File: src/rtl/regbank_alu_sequencer.sv
// Multi-cycle sequencer for register/immediate ALU instructions: decodes one
// instruction, steers the operand muxes and ALU, captures the result and flags, then writes back.
module regbank_alu_sequencer #(
    parameter int DATA_W      = 16,
    parameter int NUM_REGS    = 16,
    parameter int MAX_ALU_REG = 12,
    parameter int FLAG_W      = 5
) (
    input  logic                clk,
    input  logic                reset,
    input  logic [DATA_W-1:0]   instr,
    input  logic                instr_valid,
    output logic                instr_ready,
    output logic                busy,
    output logic [4:0]          sel_a,
    output logic [4:0]          sel_b,
    output logic                use_imm,
    output logic [DATA_W-1:0]   imm_ext,
    output logic [3:0]          alu_op,
    input  logic [DATA_W-1:0]   alu_result,
    input  logic [FLAG_W-1:0]   alu_flags,
    output logic [NUM_REGS-1:0] wr_en,
    output logic [DATA_W-1:0]   wr_data,
    output logic [FLAG_W-1:0]   flags,
    output logic                done,
    output logic                err
);

    typedef enum logic [2:0] {
        ST_IDLE,
        ST_READ,
        ST_EXEC,
        ST_WRITE,
        ST_ERR
    } state_t;

    localparam logic [3:0] CODE_ADD = 4'b0101;
    localparam logic [3:0] CODE_SUB = 4'b1001;
    localparam logic [3:0] CODE_CMP = 4'b1011;
    localparam logic [3:0] CODE_AND = 4'b0001;
    localparam logic [3:0] CODE_OR  = 4'b0010;
    localparam logic [3:0] CODE_XOR = 4'b0011;
    localparam logic [3:0] CODE_MOV = 4'b1101;
    localparam logic [3:0] MAX_IDX  = 4'(MAX_ALU_REG);

    state_t              state_q, state_d;
    logic [3:0]          code_q, code_d;
    logic [3:0]          rdest_q, rdest_d;
    logic [3:0]          rsrc_q, rsrc_d;
    logic                use_imm_q, use_imm_d;
    logic [DATA_W-1:0]   imm_q, imm_d;
    logic [DATA_W-1:0]   wr_data_q, wr_data_d;
    logic [FLAG_W-1:0]   flags_q, flags_d;

    // Combinational decode of the incoming instruction, consumed only on accept.
    logic                is_reg_w;
    logic [3:0]          code_w;
    logic                known_w;
    logic                zext_w;
    logic                legal_w;
    logic [DATA_W-1:0]   imm_w;

    always_comb begin
        is_reg_w = (instr[15:12] == 4'b0000);
        code_w   = is_reg_w ? instr[7:4] : instr[15:12];
        known_w  = 1'b0;
        zext_w   = 1'b0;
        case (code_w)
            CODE_ADD, CODE_SUB, CODE_CMP, CODE_MOV: known_w = 1'b1;
            CODE_AND, CODE_OR, CODE_XOR: begin
                known_w = 1'b1;
                zext_w  = 1'b1;
            end
            default: known_w = 1'b0;
        endcase
        if (is_reg_w) begin
            imm_w = '0;
        end else if (zext_w) begin
            imm_w = {{(DATA_W-8){1'b0}}, instr[7:0]};
        end else begin
            imm_w = {{(DATA_W-8){instr[7]}}, instr[7:0]};
        end
        // r13..r15 are architectural (PC/ISP/INTBASE) and never ALU operands.
        legal_w = known_w && (instr[11:8] <= MAX_IDX) &&
                  (!is_reg_w || (instr[3:0] <= MAX_IDX));
    end

    always_ff @(posedge clk) begin
        if (reset) begin
            state_q   <= ST_IDLE;
            code_q    <= '0;
            rdest_q   <= '0;
            rsrc_q    <= '0;
            use_imm_q <= 1'b0;
            imm_q     <= '0;
            wr_data_q <= '0;
            flags_q   <= '0;
        end else begin
            state_q   <= state_d;
            code_q    <= code_d;
            rdest_q   <= rdest_d;
            rsrc_q    <= rsrc_d;
            use_imm_q <= use_imm_d;
            imm_q     <= imm_d;
            wr_data_q <= wr_data_d;
            flags_q   <= flags_d;
        end
    end

    always_comb begin
        state_d   = state_q;
        code_d    = code_q;
        rdest_d   = rdest_q;
        rsrc_d    = rsrc_q;
        use_imm_d = use_imm_q;
        imm_d     = imm_q;
        wr_data_d = wr_data_q;
        flags_d   = flags_q;
        case (state_q)
            ST_IDLE: begin
                if (instr_valid) begin
                    code_d    = code_w;
                    rdest_d   = instr[11:8];
                    rsrc_d    = is_reg_w ? instr[3:0] : 4'd0;
                    use_imm_d = !is_reg_w;
                    imm_d     = imm_w;
                    state_d   = legal_w ? ST_READ : ST_ERR;
                end
            end
            ST_READ: state_d = ST_EXEC;
            ST_EXEC: begin
                wr_data_d = alu_result;
                if (code_q == CODE_ADD || code_q == CODE_SUB || code_q == CODE_CMP) begin
                    flags_d = alu_flags;
                end
                state_d = ST_WRITE;
            end
            ST_WRITE: state_d = ST_IDLE;
            ST_ERR:   state_d = ST_IDLE;
            default:  state_d = ST_IDLE;
        endcase
    end

    logic operand_phase;
    logic write_phase;

    always_comb begin
        operand_phase = (state_q == ST_READ) || (state_q == ST_EXEC);
        write_phase   = (state_q == ST_WRITE) && (code_q != CODE_CMP);
        instr_ready   = (state_q == ST_IDLE);
        busy          = (state_q != ST_IDLE);
        sel_a         = operand_phase ? {1'b0, rdest_q} : 5'd0;
        sel_b         = operand_phase ? {1'b0, rsrc_q} : 5'd0;
        use_imm       = operand_phase && use_imm_q;
        imm_ext       = operand_phase ? imm_q : '0;
        alu_op        = operand_phase ? code_q : 4'd0;
        done          = (state_q == ST_WRITE) || (state_q == ST_ERR);
        err           = (state_q == ST_ERR);
        wr_data       = wr_data_q;
        flags         = flags_q;
    end

    // Protected registers get no write-enable decode at all, so they stay dark by construction.
    genvar gi;
    generate
        for (gi = 0; gi < NUM_REGS; gi++) begin : g_wr_en
            if (gi <= MAX_ALU_REG) begin : g_legal
                assign wr_en[gi] = write_phase && (rdest_q == 4'(gi));
            end else begin : g_protected
                assign wr_en[gi] = 1'b0;
            end
        end
    endgenerate

endmodule

File: config.mk
export PLATFORM = sky130hd
export DESIGN_NAME = regbank_alu_sequencer
export DESIGN_NICKNAME = d
export VERILOG_FILES = /design/src/rtl/regbank_alu_sequencer.sv
export SDC_FILE = /design/constraint.sdc
export NUM_CORES = 1
export LEC_CHECK = 0
export CAP_MARGIN = 20
export CORE_AREA = 2 2 69 58
export CTS_BUF_LIST = sky130_fd_sc_hd__clkbuf_4
export DETAILED_ROUTE_END_ITERATION = 10
export DIE_AREA = 0 0 71 60
export DONT_BUFFER_PORTS = 1
export PLACE_DENSITY_LB_ADDON = 0.2
export SETUP_SLACK_MARGIN = 0.2
export SYNTH_ARGS = -nofsm -noshare
export SYNTH_HDL_FRONTEND = slang
export SYNTH_SLANG_ARGS = --single-unit
File: constraint.sdc
create_clock -name clk -period 3.8 [get_ports clk]
set_clock_uncertainty 0.1 [all_clocks]
set_input_delay 0.19 -clock clk [delete_from_list [all_inputs] [get_ports clk]]
set_output_delay 0.19 -clock clk [all_outputs]
set_load 0.005 [all_outputs]
Word level (Yosys, flattened, before mapping)
Index checks and enable logic that the tools add are counted.
- equal/unequal tests: 28
- shifts and indexed selects: 0
- multiplexer cells: 13
- div/mod/pow operators: 0
- multiply operators: 0
- $add $sub $neg: 0
- bitwise logic cells: 0
- reduce and logical (&&, ||, !) cells: 31
- $lt $le $gt $ge: 2
- operators by type and width (kind ; number):
    2-to-1 mux 16 bit ; 3
    equality test 4 bit (second input constant) ; 10
    equality test 4 x 3 -> 1 bit (second input constant) ; 6
    2-to-1 mux 4 bit ; 5
    logical AND 1 bit ; 17
    equality test 4 x 2 -> 1 bit (second input constant) ; 4
    one-hot mux 3 bit (3 select lines) ; 1
    equality test 4 x 1 -> 1 bit (second input constant) ; 2
    <= comparator 4 bit (second input constant) ; 2
    zero test 4 bit ; 2
    OR reduction 7 bit ; 1
    equality test 3 x 2 -> 1 bit (second input constant) ; 2
    2-to-1 mux 3 bit ; 2
    logical OR 1 bit ; 5
    inequality test 4 bit (second input constant) ; 1
    AND reduction 2 bit ; 2
    equality test 3 x 1 -> 1 bit (second input constant) ; 1
    equality test 3 bit (second input constant) ; 1
    zero test 3 bit ; 1
    nonzero test 3 bit ; 1
    OR reduction 3 bit ; 1
    2-to-1 mux 1 bit ; 2
    inequality test 2 bit (second input constant) ; 1
    zero test 1 bit ; 1
- register bits after elaboration: 53
- memories kept: 0
- output and inout bits: 72
- memory bits (writable): 0
- bits of input ports: 40
- logic and storage cells: 82
- bits in latches: 0
- memory bits (read-only): 0

Depth between registers and ports, before layout
- depth after elaboration: 10
- mapped depth: 8
- mapped depth without buffers: 5

Worst setup path before layout
OpenSTA, ideal clock, no wires.
- path type: register to output
- from: register state_q[2]
- to: output port wr_en[12]
- setup slack: 2.121 ns
- stages on the path, launching flop included: 6
- buffers on the path: 1
- required time: 3.510 ns
- arrival time: 1.389 ns
- path through: dfxtp_1 buf_2 nand3b_1 a31oi_1 or3b_1 nor2_1
- cells in the longest elaborated chain, start to end: 3
- RTL lines (item ; line ; source):
    start, declared ; 46 ; state_t state_q, state_d;
    start signal, assigned ; 99 ; state_q <= state_d;
    equality test 3 x 2 -> 1 bit ; 149 ; write_phase = (state_q == ST_WRITE) && (code_q != CODE_CMP);
    logical AND 1 bit ; 149 ;
    logical AND 1 bit ; 168 ; assign wr_en[gi] = write_phase && (rdest_q == 4'(gi));
    end, declared ; 22 ; output logic [NUM_REGS-1:0] wr_en,
Every way passes these cells.

Final worst setup path
- from: register state_q[0]
- to: register imm_q[5]
- cells in the longest elaborated chain, start to end: 2
- RTL lines (item ; line ; source):
    zero test 3 bit ; n/a ;
    named net instr_ready ; 13 ; output logic instr_ready,
    AND reduction 2 bit (no line) ; n/a ;
    end signal, assigned ; 104 ; imm_q <= imm_d;
    end, declared ; 51 ; logic [DATA_W-1:0] imm_q, imm_d;
The timed path passes the listed nets, and every way through them passes these cells.
A chain may end at the register's enable or synchronous reset.

==> metrics.cfg <==
[floorplanning]
chipHeight_um = 60
initial_core_util_pct = 61.07
ios = 112
die-area_um2 = 4260
die_x_um = 71
row_count = 20
core_um2 = 3628

[clock_network]
insertion_delay_ps = 360
post_cts_buffers = 0
cts_tree = built
cts_root_buf = clkbuf_4
clock_sinks = 46
htreeDepth = 2
cts_inserted_buffers = 5
cts_buffer_depth = 2
cts_resized = 0
clk_pin_slew_worst_paths_ps = 130

[sta]
fmax_mhz = 426.7
final.setup.worst_slack_ps = 1457
setup_tns_ps = 0
hold_viol = 0
rsz0062_at_grt = no
setup_viol = 0
tightest_slew_ps = 701.8
finalMaxSlewViolations = 0
fin_crit_ps = 2343
slew_headroom_pct = 53.01
timing.final.crit_share_pct = 61.67
whs_ps = 27.26

[setup_path]
worst_ep_required_time_ps = 3960
cp.arrival_ps = 2500
path_class = flop to flop
cp-end-kind = flop
cp_max_fo = 20
start_kind = flop

[global_route]
first_global_vias = 1870
grt-ovfl-total = 0
grt_max_degree = 46
antenna_found_initial = 0
grt_use_total_pct = 24.78
grt_pass1_wl_mm = 8.211

[synthesis]
ys.flop_type = dfxtp_1
yosysTopAreaCellShare_pct = 41.56
synth_cells = 279
ys_ff_latch = 46
async_flop_share_pct = 0
yosysTopAreaCell = dfxtp_1
ys_warn_count = 0
synth_area_per_cell_um2 = 7.942
ys_seq_area_share_pct = 41.56
synth_edf_count = 0
yosysUniqueCellTypes = 42
ys_top_cells_by_area = dfxtp_1, nand2_1, a21oi_1
synth.most_common_cell = nand2_1
synth_area_um2 = 2216
ys_top_cells_by_count = nand2_1, dfxtp_1, a21oi_1

[layout]
nFillCells = 290
drive_gt1_share_pct = 6.209
antennaDiodeCount = 0
final_cells = 350
area_delta_synth_final_pct = 18.18
final_nets = 345
postLayoutCoreUtil_pct = 72.17

[route]
vias_per_cell = 5.623
ant_nets = 0
drc = 0
drt_wl_total_mm = 5.353
drt-pass1-iter-count = 4
vias = 1968
wire_per_inst_um = 15.29
first_iter_violations = 74

[placement]
port-buffer-count = 0
dp_hpwl_mm = 3.287
gp_congestion = 0.8416
dp.cells = 298
post-place-ws_ps = 1759

[run_status]
outcome = complete, no violations

[power]
ir_worst_vdd_mv = 0.2463
p_per_area_nw_per_um2 = 386.7
power_leakage_uw = 0.0009863

[flow_run]
drv_cap = 0

[worst_hold_path]
hold_path_class = input port to flop

==> kinds of logic after synthesis <==
kind of cell	share of synthesized area [%]
AO/OA/AOI/OAI	13.33
multiplexers	2.259
buffers and inverters	9.825
XOR/XNOR	0.3953
AND/OR/NAND/NOR	32.47
flip-flops	41.56
other	0.1692
==> worst max-delay path: stages (launching register included) <==
cell	delay, ps
dfxtp_1	400
or3_4	430
inv_2	90
nand2_1	390
nand2_1	200
a21oi_1	80
dlygate4sd3_1	560
==> cell type report <==
class	count	area, µm²	share of cell area [%]
multi-input combinational	204	1092	41.71
sequential	46	920.9	35.16
timing repair buffer	46	465.4	17.77
tap	44	55.05	2.102
clock inverter	3	40.04	1.529
clock buffer	5	37.54	1.433
inverter	2	7.507	0.2867
==> state kept, by name, summed over array words and instances, names as in the netlist <==
register	flops
use_imm_q	1
rsrc_q	4
rdest_q	4
flags	5
code_q	4
imm_q	9
wr_data	16
state_q	3
==> placed cells by master (no fill, tap or decap), drive strengths merged, types with 5 or more instances in the layout <==
master and instances:
a21oi 33, clkbuf 5, conb 5, dlygate4sd3 43, and2 23, nand3 13, mux2i 5, a211oi 5
nor3 9, nand2 57, dfxtp 46, nor2 25
==> metrics by stage <==
| step | cell area, µm² | total power, µW |
|---|---|---|
| 5_1_grt | 2619 | 1065 |
| 2_1_floorplan | 2231 | 688.6 |
| 3_5_place_dp | 2091 | 685.1 |
| 6_report | 2619 | 1013 |
| 3_3_place_gp | 2091 | 681.6 |
| 4_1_cts | 2609 | 1017 |
==> path summary, 6_finish.rpt <==
path              cells past startpoint   endpoint  slack, ps        from
setup / recovery                      6   imm_q[5]       1460  state_q[0]
hold reg to reg                       2   imm_q[4]        360    imm_q[4]
hold / removal                        3  code_q[1]         30   instr[15]
setup reg to reg                      6   imm_q[5]       1460  state_q[0]
==> power breakdown <==
group	internal (µW)	switching [µW]	total (µW)
clock	136	155	292
sequential	514	28.0	542
combinational	79.3	99.7	179
total	729	283	1010
==> routing by layer <==
layer	GRT usage, %	wire length [µm]
met1	29.58	2287
met2	42.46	2557
met3	6.577	386
met4	11.32	121
met5	0	0
==> repair_timing <==
| item | 4_1_cts | 5_1_grt |
|---|---|---|
| endpoints found under the hold margin | 46 | 1 |
| hold buffers | 43 | 1 |
| setup endpoints to repair | 0 | 0 |
(Power assumes the default switching activity.)
